--- src/rtl/gpio_ctrl_pkg.sv ---
// Shared types and constants for the GPIO controller APB logic.
package gpio_ctrl_pkg;

  localparam int unsigned APB_DATA_WIDTH = 32;
  localparam int unsigned APB_STRB_WIDTH = 4;

  typedef enum logic [1:0] {
    ST_IDLE   = 2'd0,
    ST_SETUP  = 2'd1,
    ST_ACCESS = 2'd2,
    ST_RESP   = 2'd3
  } apb_init_state_e;

endpackage

--- src/rtl/gpio_ctrl_apb_initiator.sv ---
// APB4 initiator: one command in, one APB transfer, one response out,
// with a bounded wait-state timeout on the ACCESS phase.
module gpio_ctrl_apb_initiator
  import gpio_ctrl_pkg::*;
#(
  parameter int unsigned ADDR_WIDTH     = 12,
  parameter int unsigned TIMEOUT_CYCLES = 16
) (
  input  logic                      clk,
  input  logic                      rst,
  input  logic                      cmd_valid,
  output logic                      cmd_ready,
  input  logic                      cmd_write,
  input  logic [ADDR_WIDTH-1:0]     cmd_addr,
  input  logic [APB_DATA_WIDTH-1:0] cmd_wdata,
  input  logic [APB_STRB_WIDTH-1:0] cmd_strb,
  output logic                      rsp_valid,
  input  logic                      rsp_ready,
  output logic [APB_DATA_WIDTH-1:0] rsp_rdata,
  output logic                      rsp_err,
  output logic                      rsp_timeout,
  output logic [ADDR_WIDTH-1:0]     paddr,
  output logic                      psel,
  output logic                      penable,
  output logic                      pwrite,
  output logic [APB_STRB_WIDTH-1:0] pstrb,
  output logic [APB_DATA_WIDTH-1:0] pwdata,
  input  logic [APB_DATA_WIDTH-1:0] prdata,
  input  logic                      pready,
  input  logic                      pslverr
);

  localparam int unsigned CNT_WIDTH =
    (TIMEOUT_CYCLES == 0) ? 1 : $clog2(TIMEOUT_CYCLES + 1);

  apb_init_state_e             r_state, w_state_nxt;
  logic [ADDR_WIDTH-1:0]       r_paddr, w_paddr_nxt;
  logic                        r_psel, w_psel_nxt;
  logic                        r_penable, w_penable_nxt;
  logic                        r_pwrite, w_pwrite_nxt;
  logic [APB_STRB_WIDTH-1:0]   r_pstrb, w_pstrb_nxt;
  logic [APB_DATA_WIDTH-1:0]   r_pwdata, w_pwdata_nxt;
  logic                        r_rsp_valid, w_rsp_valid_nxt;
  logic [APB_DATA_WIDTH-1:0]   r_rsp_rdata, w_rsp_rdata_nxt;
  logic                        r_rsp_err, w_rsp_err_nxt;
  logic                        r_rsp_timeout, w_rsp_timeout_nxt;
  logic [CNT_WIDTH-1:0]        r_wait_cnt, w_wait_cnt_nxt;
  logic                        w_timeout_hit;

  // Wait limit reached; a zero limit never fires.
  assign w_timeout_hit = (TIMEOUT_CYCLES != 0) &&
                         (r_wait_cnt == CNT_WIDTH'(TIMEOUT_CYCLES));

  assign cmd_ready   = (r_state == ST_IDLE) && !rst;
  assign paddr       = r_paddr;
  assign psel        = r_psel;
  assign penable     = r_penable;
  assign pwrite      = r_pwrite;
  assign pstrb       = r_pstrb;
  assign pwdata      = r_pwdata;
  assign rsp_valid   = r_rsp_valid;
  assign rsp_rdata   = r_rsp_rdata;
  assign rsp_err     = r_rsp_err;
  assign rsp_timeout = r_rsp_timeout;

  // Next-state and next-output decode; every register holds by default.
  always_comb begin
    w_state_nxt       = r_state;
    w_paddr_nxt       = r_paddr;
    w_psel_nxt        = r_psel;
    w_penable_nxt     = r_penable;
    w_pwrite_nxt      = r_pwrite;
    w_pstrb_nxt       = r_pstrb;
    w_pwdata_nxt      = r_pwdata;
    w_rsp_valid_nxt   = r_rsp_valid;
    w_rsp_rdata_nxt   = r_rsp_rdata;
    w_rsp_err_nxt     = r_rsp_err;
    w_rsp_timeout_nxt = r_rsp_timeout;
    w_wait_cnt_nxt    = r_wait_cnt;

    unique case (r_state)
      ST_IDLE: begin
        if (cmd_valid) begin
          w_paddr_nxt    = cmd_addr;
          w_pwrite_nxt   = cmd_write;
          w_pwdata_nxt   = cmd_write ? cmd_wdata : '0;
          w_pstrb_nxt    = cmd_write ? cmd_strb : '0;
          w_psel_nxt     = 1'b1;
          w_penable_nxt  = 1'b0;
          w_wait_cnt_nxt = '0;
          w_state_nxt    = ST_SETUP;
        end
      end
      ST_SETUP: begin
        w_penable_nxt = 1'b1;
        w_state_nxt   = ST_ACCESS;
      end
      ST_ACCESS: begin
        if (pready) begin
          w_psel_nxt        = 1'b0;
          w_penable_nxt     = 1'b0;
          w_rsp_valid_nxt   = 1'b1;
          w_rsp_rdata_nxt   = r_pwrite ? '0 : prdata;
          w_rsp_err_nxt     = pslverr;
          w_rsp_timeout_nxt = 1'b0;
          w_state_nxt       = ST_RESP;
        end else if (w_timeout_hit) begin
          w_psel_nxt        = 1'b0;
          w_penable_nxt     = 1'b0;
          w_rsp_valid_nxt   = 1'b1;
          w_rsp_rdata_nxt   = '0;
          w_rsp_err_nxt     = 1'b1;
          w_rsp_timeout_nxt = 1'b1;
          w_state_nxt       = ST_RESP;
        end else if (r_wait_cnt != {CNT_WIDTH{1'b1}}) begin
          w_wait_cnt_nxt = r_wait_cnt + CNT_WIDTH'(1);
        end
      end
      ST_RESP: begin
        if (rsp_ready) begin
          w_rsp_valid_nxt = 1'b0;
          w_state_nxt     = ST_IDLE;
        end
      end
      default: begin
        w_state_nxt = ST_IDLE;
      end
    endcase
  end

  // State and output registers with synchronous reset.
  always_ff @(posedge clk) begin
    if (rst) begin
      r_state       <= ST_IDLE;
      r_paddr       <= '0;
      r_psel        <= 1'b0;
      r_penable     <= 1'b0;
      r_pwrite      <= 1'b0;
      r_pstrb       <= '0;
      r_pwdata      <= '0;
      r_rsp_valid   <= 1'b0;
      r_rsp_rdata   <= '0;
      r_rsp_err     <= 1'b0;
      r_rsp_timeout <= 1'b0;
      r_wait_cnt    <= '0;
    end else begin
      r_state       <= w_state_nxt;
      r_paddr       <= w_paddr_nxt;
      r_psel        <= w_psel_nxt;
      r_penable     <= w_penable_nxt;
      r_pwrite      <= w_pwrite_nxt;
      r_pstrb       <= w_pstrb_nxt;
      r_pwdata      <= w_pwdata_nxt;
      r_rsp_valid   <= w_rsp_valid_nxt;
      r_rsp_rdata   <= w_rsp_rdata_nxt;
      r_rsp_err     <= w_rsp_err_nxt;
      r_rsp_timeout <= w_rsp_timeout_nxt;
      r_wait_cnt    <= w_wait_cnt_nxt;
    end
  end

endmodule
--- config.mk ---
export PLATFORM = sky130hd
export DESIGN_NAME = gpio_ctrl_apb_initiator
export DESIGN_NICKNAME = d
export VERILOG_FILES = /design/src/rtl/gpio_ctrl_pkg.sv /design/src/rtl/gpio_ctrl_apb_initiator.sv
export SDC_FILE = /design/constraint.sdc
export NUM_CORES = 1
export LEC_CHECK = 0
export ABC_AREA = 0
export CELL_PAD_IN_SITES_DETAIL_PLACEMENT = 1
export CELL_PAD_IN_SITES_GLOBAL_PLACEMENT = 1
export CORE_MARGIN = 3
export CORE_UTILIZATION = 29
export CTS_CLUSTER_SIZE = 14
export DETAILED_ROUTE_END_ITERATION = 10
export GPL_ROUTABILITY_DRIVEN = 0
export PLACE_DENSITY_LB_ADDON = 0.25
export SLEW_MARGIN = 15
export SYNTH_ARGS = -nofsm -noshare
export SYNTH_HDL_FRONTEND = slang
export SYNTH_SLANG_ARGS = --single-unit
--- constraint.sdc ---
create_clock -name clk -period 2.5 [get_ports clk]
set_input_delay 0.5 -clock clk [delete_from_list [all_inputs] [get_ports clk]]
set_output_delay 0.5 -clock clk [all_outputs]
set_load 0.005 [all_outputs]
==> results of run 1 <==
## synthesized netlist by cell type, drive strengths merged
master   number
a32o         32
dfxtp        93
nand2b        2
clkbuf       19
nor2b         5
a211o         1
o311ai        2
a221oi        1
o21ai         3
nor2          2
o21a          1
nand3        38
a211oi        5
and3          1
o41ai         1
nor3          1
o32ai         2
buf          14
nand4bb       1
o211a         1
a21oi        50
nor4bb        1
nand2        72
a311oi        1
or4           3
ha            8
a31oi         1
o22ai         2
mux2i         2
inv          11
and2          2
## area by class of cell
type                            instances  area, µm²  area share (%)
Clock buffer                           14      284.0           4.985
Antenna cell                            1      2.502         0.04392
Sequential cell                        93       1862           32.67
Inverter                               11      41.29          0.7246
Tap cell                              143      178.9           3.140
Clock inverter                          2      38.79          0.6807
Timing Repair Buffer                  181       1812           31.80
Multi-Input combinational cell        241       1479           25.96
## power groups by stage
stage / combinational (W) / clock [W] / sequential (W)
after CTS: 0.00119 / 0.00149 / 0.00178
after detailed placement: 0.00118 / 0 / 0.00181
after global placement: 0.00116 / 0 / 0.00180
after global routing: 0.00129 / 0.00155 / 0.00180
final: 0.00117 / 0.00145 / 0.00177
after floorplan: 0.000504 / 0 / 0.00181
## state kept, by name (all words and copies together) (netlist names), 2 cells and up
signal,flops
r_wait_cnt,5
pwdata,32
rsp_rdata,32
r_state,2
paddr,12
pstrb,4
## cell families after synthesis
family | share of synthesized area [%]
and+or+nand+nor | 17.17
buffers and inverters | 5.094
DFF | 53.01
muxes | 0.5700
AOI/OAI and AO/OA | 21.30
adders and majority gates | 2.850
## critical path: cells and delay by family (launching register included)
kind	cells	cell delay (ns)
DFF	1	0.34
buffers and inverters	2	0.63
adders and majority gates	1	0.27
and+or+nand+nor	1	0.16
## metrics by stage
step	std cells	power [W]
6_report	686	0.004397
5_1_grt	686	0.004641
4_1_cts	685	0.004463
3_5_place_dp	669	0.002994
3_3_place_gp	669	0.002959
2_1_floorplan	378	0.002314
## worst min path at each step
stage / start / end / slack (ns) / cells past startpoint
finish: pwdata[12] / pwdata[12] / 0.45 / 2
global route: paddr[11] / paddr[11] / 0.48 / 2
CTS: pwdata[12] / pwdata[12] / 0.45 / 2
detailed placement: pwdata[12] / pwdata[12] / 0.44 / 2
global placement: pwdata[29] / pwdata[29] / 0.44 / 2
floorplan: rsp_err / rsp_err / 0.45 / 2
## routing by layer
metal / track usage [%] / vias up
li1: - / 1672
met1: 19.27 / 1629
met2: 27.62 / 113
met3: 6.736 / 12
met4: 7.425 / 0
met5: 0 / -
==> metrics.md, run 1 <==
| Metric | Value |
|---|---|
| Initial DRC Count | `179` |
| Drt first pass iters | `5` |
| Worst Setup SP | `r_state[0]` |
| Period minus WS final | `roughly 2.2 ns` |
| FILL cells | `approximately 1300` |
| Final slew viol count | `0` |
| Post-CTS setup buffers | `0` |
| Critical Path Max Stage Delay | `0.51 ns` |
| Sw frac | `27.61%` |
| Nets@finish | `632` |
| Synthesized Nets | `473` |
| Layout overhead on the synthesized area | `62.24%` |
| Die Y | `~120 µm` |
| Met2 WL | `between 5000 and 6000 µm` |
| Setup tns final | `0 ns` |
| Util after Layout | `around 50%` |
| Share of the synthesized area in the top cell type | `between 50% and 60%` |
| Vias per cell | `around 5.0` |
| Setup Skew | `0.009232 ns` |
| Hold Path Class | `reg2reg` |
| Psw | `0.001214 W` |
| Buffers added on ports | `173` |
| Combinational share of power | `a little over a quarter` |
| Synth Cell Area | `3512 µm²` |
| Vias in the first global route | `3529` |
| First-pass GRT wire length | `17700 µm` |
| CTS tree | `yes` |
| Crit path DAT | `between 1.5 and 2 ns` |
| CP Class | `reg2out` |
| Status | `finished clean` |
| Most common cell after layout, fill and taps aside | `clkdlybuf4s50_1` |
| R2r setup slk | `0.47 ns` |
| Highest Clock Rate | `~450 MHz` |
| Core area | `~12000 µm²` |
| Total Wirelength | `about 11000 µm` |
| Relative slew slack | `between 60% and 70%` |
| Number of H-tree levels | `3` |
| ANT nets after route | `0` |
| DRC | `0` |
| IO Pins | `~170` |
| Crit Reg-Reg Endpoint | `r_wait_cnt[2]` |
| Pin count of the biggest net entering global routing | `50` |
| Antenna violations before repair | `1` |
| Worst reg2reg startpoint | `r_state[0]` |
| Cell variety after synth | `36` |
| Placed cell area | `between 5000 and 6000 µm²` |
| Via count | `about 3400` |
| Gr usage total | `about 17%` |
| Max cap viols | `0` |
| Int Pwr | `approximately 0.0032 W` |
| Setup WS post-layout | `approximately 0.27 ns` |
| Synth area leaders | `dfxtp_1 (53%), a32o_1 (9.1%), nand2_1 (7.7%), a21oi_1 (7.1%), nand3_1 (5.4%)` |
| Post-route cell area | `approximately 5700 µm²` |
| Worst path slowest cell | `clkdlybuf4s50_1` |
| RSZ-0062 raised after global routing | `no` |
| Clk slew on worst S/H paths | `0.07 ns` |
| Cells after Synth | `approximately 380` |
| Reg2reg path depth | `5` |
| Critical path launch point type | `flop` |
| Most frequent cells in the layout | `clkdlybuf4s50_1 (172), dfxtp_1 (93), nand2_1 (72)` |
| Register area share after synthesis | `around 53%` |
| Hold slack | `roughly 0.45 ns` |
| Worst setup EP type | `output pin` |
| WL per Instance | `about 17 µm` |
| Die W | `around 120 µm` |
| Clock Sink Count | `93` |
| Power Density | `771.7 nW/µm²` |
| Final Hold Viols | `0` |
| Worst slew pin tran | `about 0.48 ns` |
| Die Area | `about 13000 µm²` |
| Mean Syn Cell Area | `just over 9 µm²` |
| Post-placement setup slack | `between 0.2 and 0.3 ns` |
| CP Cell Sequence | `inv_1 > ha_1 > nor2b_1 > clkdlybuf4s50_1` |
| Layout cells sized above 1 | `slightly below 6%` |
| CP Data Required Time | `2.00 ns` |
| Maximum fanout along the worst path | `6` |
| HPWL after detailed placement | `slightly above 8000 µm` |
| Root Buffer | `clkbuf_16` |
| Final setup viols | `0` |
| Clock buffer depth | `2` |
| Peak VDD IR | `roughly 0.36 mV` |
| Synth Register Bits | `just over 90` |
| Uppermost layer routed | `met4` |
| Initial Util | `30.24%` |
| Site Rows | `39` |
| Wl on met1 | `between 4000 and 5000 µm` |
| Largest area contributor in the netlist | `dfxtp_1` |
| Syn. warnings | `0` |
| Clock group share of total power | `between 30% and 40%` |
| Grt total ovfl | `0` |
| CTS buffer count | `9` |
| Worst skew pair latency | `0.34 ns` |
| Sequential Power Share | `about two fifths` |
| Crit path to | `cmd_ready` |
| Hold buffer count at CTS | `0` |
| Post-cts sizing count | `0` |
| Final Cycle Share | `89.36%` |
| P_leak | `2.015 nW` |
| Metal3 WL | `a little over 1000 µm` |
No activity file was read; power rests on OpenSTA's default activity.
==> run 2, diff against run 1 <==
--- a/config.mk
+++ b/config.mk
@@ -10,6 +10,7 @@
 export CELL_PAD_IN_SITES_GLOBAL_PLACEMENT = 1
 export CORE_MARGIN = 3
 export CORE_UTILIZATION = 29
+export CTS_CLUSTER_DIAMETER = 200
 export CTS_CLUSTER_SIZE = 14
 export DETAILED_ROUTE_END_ITERATION = 10
 export GPL_ROUTABILITY_DRIVEN = 0
==> results of run 2 <==
The final DEF is identical to that of run 1; final timing and power are the same.
